### src/rtl/button_in_port.sv
// ---------------------------------------------------------------------------
// button_in_port
//
// Four-bit pushbutton input port for a small processor. Each raw button level
// is synchronised, debounced, and then either latched as a sticky press event
// that is cleared when the processor reads the port (LATCH_MODE = 1), or
// passed through as a debounced level (LATCH_MODE = 0).
//
// Parameters
//   DEBOUNCE_CYCLES  consecutive sampled cycles a changed level must hold
//                    before it is accepted (2..255)
//   LATCH_MODE       1 = sticky press events cleared on read
//                    0 = debounced level pass-through
//
// Ports
//   clock        single clock, all state updates on its rising edge
//   reset        synchronous reset, active-high
//   btn_raw      asynchronous bouncing button levels, 1 = pressed
//   rd_strobe    one-cycle pulse while the processor executes its IN
//   pushbuttons  registered nibble presented to the processor data input
//   any_pending  registered OR of the reported button bits
//   overrun      per bit, a new press arrived while the previous was unread
// ---------------------------------------------------------------------------
module button_in_port #(
   parameter int unsigned DEBOUNCE_CYCLES = 16,
   parameter int unsigned LATCH_MODE      = 1
) (
   input  logic       clock,
   input  logic       reset,
   input  logic [3:0] btn_raw,
   input  logic       rd_strobe,
   output logic [3:0] pushbuttons,
   output logic       any_pending,
   output logic [3:0] overrun
);

   localparam int unsigned CW = $clog2(DEBOUNCE_CYCLES + 1);
   // The count is accepted on the edge where it would reach DEBOUNCE_CYCLES,
   // so the last value actually held in the counter is DEBOUNCE_CYCLES-1.
   localparam logic [CW-1:0] CNT_LAST = CW'(DEBOUNCE_CYCLES - 1);

   logic [3:0]         sync1_r;
   logic [3:0]         sync2_r;
   logic [3:0]         stable_r;
   logic [3:0]         stable_prev_r;
   logic [3:0]         sticky_r;
   logic [3:0]         overrun_r;
   logic               any_pending_r;
   logic [3:0][CW-1:0] cnt_r;

   logic [3:0][CW-1:0] cnt_nxt_s;
   logic [3:0]         stable_nxt_s;
   logic [3:0]         set_s;
   logic [3:0]         sticky_nxt_s;
   logic [3:0]         overrun_nxt_s;
   logic               any_pending_nxt_s;

   // Per-bit debounce: count while the synchronised level disagrees with
   // the accepted level; any agreement restarts the count from zero.
   always_comb begin
      for (int i = 0; i < 4; i++) begin
         cnt_nxt_s[i]    = {CW{1'b0}};
         stable_nxt_s[i] = stable_r[i];
         if (sync2_r[i] == stable_r[i]) begin
            cnt_nxt_s[i] = {CW{1'b0}};
         end else if (cnt_r[i] == CNT_LAST) begin
            stable_nxt_s[i] = sync2_r[i];
            cnt_nxt_s[i]    = {CW{1'b0}};
         end else begin
            cnt_nxt_s[i] = cnt_r[i] + CW'(1);
         end
      end
   end

   // Press-event latching, overrun tracking and the registered any_pending.
   // A set event on the read edge wins over the clear.
   always_comb begin
      set_s = stable_r & ~stable_prev_r;
      if (LATCH_MODE == 32'd1) begin
         if (rd_strobe) begin
            sticky_nxt_s  = set_s;
            overrun_nxt_s = 4'b0000;
         end else begin
            sticky_nxt_s  = sticky_r | set_s;
            overrun_nxt_s = overrun_r | (set_s & sticky_r);
         end
         any_pending_nxt_s = |sticky_nxt_s;
      end else begin
         sticky_nxt_s      = 4'b0000;
         overrun_nxt_s     = 4'b0000;
         any_pending_nxt_s = |stable_nxt_s;
      end
   end

   // State registers with synchronous reset.
   always_ff @(posedge clock) begin
      if (reset) begin
         sync1_r       <= 4'b0000;
         sync2_r       <= 4'b0000;
         stable_r      <= 4'b0000;
         stable_prev_r <= 4'b0000;
         sticky_r      <= 4'b0000;
         overrun_r     <= 4'b0000;
         any_pending_r <= 1'b0;
         cnt_r         <= '{default: {CW{1'b0}}};
      end else begin
         sync1_r       <= btn_raw;
         sync2_r       <= sync1_r;
         stable_r      <= stable_nxt_s;
         stable_prev_r <= stable_r;
         sticky_r      <= sticky_nxt_s;
         overrun_r     <= overrun_nxt_s;
         any_pending_r <= any_pending_nxt_s;
         cnt_r         <= cnt_nxt_s;
      end
   end

   // Outputs come straight from flops; the mode select is a fixed parameter.
   assign pushbuttons = (LATCH_MODE == 32'd1) ? sticky_r : stable_r;
   assign any_pending = any_pending_r;
   assign overrun     = overrun_r;

endmodule

### config.mk
export PLATFORM = sky130hd
export DESIGN_NAME = button_in_port
export DESIGN_NICKNAME = d
export VERILOG_FILES = /design/src/rtl/button_in_port.sv
export SDC_FILE = /design/constraint.sdc
export NUM_CORES = 1
export LEC_CHECK = 0
export ABC_AREA = 0
export CORE_UTILIZATION = 40
export CTS_CLUSTER_SIZE = 16
export DETAILED_ROUTE_END_ITERATION = 6
export GPL_TIMING_DRIVEN = 0
export SLEW_MARGIN = 20
export SYNTH_ARGS = -nofsm -noshare
export SYNTH_HDL_FRONTEND = slang
export SYNTH_SLANG_ARGS = --single-unit
### constraint.sdc
create_clock -name clock -period 1.74 [get_ports clock]
set_input_delay 0.348 -clock clock [delete_from_list [all_inputs] [get_ports clock]]
set_output_delay 0.348 -clock clock [all_outputs]
set_load 0.005 [all_outputs]
== Word level (Yosys, flattened, before mapping) ==
Index checks and enable logic that the tools add are counted.

* Output and inout port bits: 9
* Input bits: 7
* Flip-flop bits (word level): 45

* Mux-type cells: 1
* Bitwise operators: 9
* Reduce and logical (&&, ||, !) cells: 10
* $add $sub $neg: 4
* Equality and inequality tests: 8

{| class="wikitable"
|+ Operator list
! kind !! number
|-
| adder 5 x 1 -> 5 bit, second input constant || 4
|-
| equality test 5 x 4 -> 1 bit, second input constant || 4
|-
| OR reduction 3 bit || 4
|-
| AND 4 bit || 2
|-
| OR 4 bit || 2
|-
| AND reduction 2 bit || 4
|-
| equality test 1 bit || 4
|-
| 2-to-1 mux 4 bit || 1
|-
| inverter 1 bit || 4
|-
| inverter 4 bit || 1
|-
| OR reduction 4 bit || 1
|-
| OR reduction 2 bit || 1
|}

== Depth between registers and ports, before layout ==
* Word-level depth: 5
* Gate-level depth with buffers: 5
* Depth with buffers taken out: 5

== Least setup slack after synthesis ==
Ideal clock, no wire load.

* Path kind: reg-to-reg
* From: reg cnt_r[0] in the netlist's numbering
* To: reg cnt_r[2] in the netlist's numbering
* Setup slack: 0.303 ns
* Clock period less this slack: 1.437 ns
* Buffers on the path: 0
* Library setup time: 0.064 ns
* Stages on the path, launching flop included: 6
* Arrival: 1.373 ns
* Path through: dfxtp_1 > ha_1 > and3_1 > ha_1 > or3_4 > nor2_1

* Cells in the longest elaborated chain, start to end: 2
* Elaborated cells on any way between the ends: 3

{| class="wikitable"
|+ Ends and longest elaborated chain
! item !! RTL line !! RTL
|-
| start: declaration || 49 || <nowiki>logic [3:0][CW-1:0] cnt_r;</nowiki>
|-
| start signal: assignment || 114 || <nowiki>cnt_r <= cnt_nxt_s;</nowiki>
|-
| parallel branches: the longest is 2 deep, another holds adder 5 x 1 -> 5 bit || n/a ||
|}

Several ways; the timed one is not identified.
A chain may end at the register's enable or synchronous reset.

== Worst setup path in the final report ==
* From: reg cnt_r[5] in the netlist's numbering
* To: reg cnt_r[7] in the netlist's numbering

The elaborated chain is that of the path after synthesis.

==> impl_metrics.py <==
metrics = {
    "sta": {
        "max_freq_ghz": 0.642,
        "worst_pin_slew_ns": 0.476,
        "drv_slew": 0,
        "period_share": 0.895,
        "hold_viol": 0,
        "fin_crit_ns": 1.56,
        "finClkSkew_ns": 0.00861,
        "finalSetupViolations": 0,
        "max-slew-margin-rel": 0.683,
        "setup_tns_ns": 0,
        "holdWs_ns": 0.371,
        "rsz0062_at_grt": "no",
    },
    "final_layout": {
        "final_core_util": 0.509,
        "layout-drive-gt1-share": 0.0814,
        "syn2layout_area_growth_pct": 20.6,
        "nNetsFinal": 186,
        "diodes": 0,
        "finalInstanceArea_um2": 1880,
    },
    "clock_tree": {
        "clk_pin_slew_ns": 0.08,
        "cts_tree": "yes",
        "post-cts-setup-buffer-count": 0,
        "clock_latency_ns": 0.29,
        "cts_root_buf": "clkbuf_8",
        "holdBufCountCts": 0,
        "cts_max_level": 2,
        "clockBufferDepth": 2,
        "clock_sinks": 45,
        "postCtsResizedCells": 0,
        "numCtsBuffers": 5,
    },
    "min_path": {
        "hold_path.class": "in -> reg",
    },
    "drt": {
        "drt-total-wl_mm": 2.28,
        "drtIter0Drc": 52,
        "via_per_inst": 4.48,
        "vias": 986,
        "drc_errors": 0,
        "avgRoutedWirePerCell_um": 10.4,
        "drt_first_pass_iters": 4,
        "detail-route-antenna-nets": 0,
    },
    "placement": {
        "place_area_um2": 1760,
        "dp_hpwl_mm": 1.67,
        "portBuffers": 14,
        "gp_congestion": 0.684,
    },
    "power": {
        "pwr-share-seq": 0.552,
        "switching_share": 0.192,
        "switching_power_uw": 363,
        "vdd_drop_max_v": 0.000784,
        "power_frac_comb": 0.024,
        "p_int_uw": 1530,
        "clock_power_share": 0.424,
        "total_power_uw": 1890,
        "p_leak_uw": 0.000712,
        "powerDensity_nw_per_um2": 1010,
    },
    "grt": {
        "grt_overflow": 0,
        "grt_max_degree": 15,
        "grt_pass1_wl_mm": 4.19,
        "grt_pass1_vias": 995,
        "track_usage": 0.137,
        "antenna_found_initial": 0,
    },
    "floorplan": {
        "fp.coreArea_um2": 3690,
        "die_h_um": 64.4,
        "die_area_um2": 4150,
        "ios": 16,
        "placementRows": 22,
        "initial_core_util": 0.422,
        "die_x_um": 64.4,
    },
    "logic_synthesis": {
        "synth_nets": 165,
        "avgSynthCellArea_um2": 10.4,
        "ys_warn_count": 0,
        "synth_compound_area_frac": 0.0313,
        "muxShareOfSynthArea": 0.0257,
        "synthAdderAreaFrac": 0.0643,
        "synth_top_family_by_area": "simple AND/OR/NAND/NOR gates",
        "synth_cells": 150,
        "synth_cell_type_count": 17,
        "ys_seq_area_frac": 0.578,
        "ys_ff_latch": 45,
        "synth-simple-area-share": 0.202,
        "synthXorXnorAreaFrac": 0.0675,
        "syn_area_um2": 1560,
    },
    "flow_run": {
        "maxCapViolCount": 0,
    },
    "setup_path": {
        "crit_top_cell": "ha_1",
        "path_cells": "ha_1 > and3_1 > ha_1 > or3_4 > nor2_1",
        "cp_max_fo": 5,
        "crit_required_ns": 1.98,
        "crit_path_start_kind": "register",
        "arrival_ns": 1.79,
        "cp_slowest_stage_delay_ns": 0.42,
        "slowest_stage": "or3_4",
        "worstSetupEndpointType": "register",
        "worstSetupPathType": "reg -> reg",
    },
    "run_status": {
        "status": "complete, no violations",
    },
}
[cell usage after synthesis (all sizes together)]
library cell | count | share of area
a21oi | 8 | 0.026
buf | 1 | 0.0032
xor2 | 4 | 0.022
mux2i | 4 | 0.026
dfxtp | 45 | 0.58
xnor2 | 8 | 0.045
or3 | 4 | 0.029
nor2 | 28 | 0.067
inv | 9 | 0.022
a41oi | 1 | 0.0056
clkbuf | 2 | 0.0056
nor2b | 16 | 0.064
ha | 8 | 0.064
nand3 | 4 | 0.013
nor3 | 4 | 0.013
and3 | 4 | 0.016
[area by class of cell]
class / count / area, um^2
buffer: 3 / 13.8
clock buffer: 6 / 82.6
clock inverter: 2 / 37.5
fill: 338 / 1810
inverter: 9 / 33.8
multi-input combinational: 93 / 609
sequential: 45 / 901
tap: 48 / 60.1
timing repair buffer: 14 / 140
[path summary, 6_finish.rpt]
path	slack, ns	to	start	cells past startpoint
max	0.18	cnt_r[7]	cnt_r[5]	5
min reg2reg	0.44	sync2_r[0]	sync1_r[0]	1
max reg2reg	0.18	cnt_r[7]	cnt_r[5]	5
min	0.37	sync1_r[2]	reset	2
[state kept, by name (all words and copies together), names as in the netlist]
register / cells
cnt_r: 20
overrun: 4
pushbuttons: 4
stable_prev_r: 4
stable_r: 4
sync1_r: 4
sync2_r: 4
any_pending: 1
[critical path: cells and delay by family, from the launching register on]
kind                     cells  cell delay (ns)
flip-flops                   1             0.33
adder cells (fa/ha/maj)      2             0.44
AND/OR/NAND/NOR              3             0.73
[power groups by stage]
stage                     Combinational (uW)  Sequential, uW  Clock [uW]
final                                   45.9            1050         802
after global routing                    51.5            1050         884
after CTS                               47.2            1050         827
after detailed placement                47.2            1070           0
after global placement                  46.4            1070           0
after floorplan                         27.3            1070           0
[cells in the final DEF (no fill, tap or decap), drive strengths merged]
cell,netlist,layout
ha,8,8
clkdlybuf4s50,0,14
bufinv,0,1
xor2,4,4
mux2i,4,4
and3,4,4
inv,9,9
nor3,4,4
a21oi,8,8
or3,4,4
buf,1,1
nand3,4,4
xnor2,8,8
a41oi,1,1
nor2,28,28
clkbuf,2,8
nor2b,16,16
dfxtp,45,45
clkinvlp,0,1
[cell families after synthesis]
family	after synthesis
simple gates	60
xor+xnor	12
flops	45
compound gates	9
buf+inv	12
mux	4
fa+ha+maj	8
[metrics by stage]
stage / setup slack (ns) / instances
6_report: 0.183 / 220
5_1_grt: 0.102 / 220
4_1_cts: 0.167 / 220
3_5_place_dp: 0.199 / 212
3_3_place_gp: 0.220 / 212
2_1_floorplan: 0.303 / 150
[layer usage]
layer	part of all wire	global-route usage
met3	0.043	0.0696
met2	0.47	0.211
met5	0	0
met1	0.48	0.154
met4	0.0097	0.0667
(Power assumes the default switching activity.)
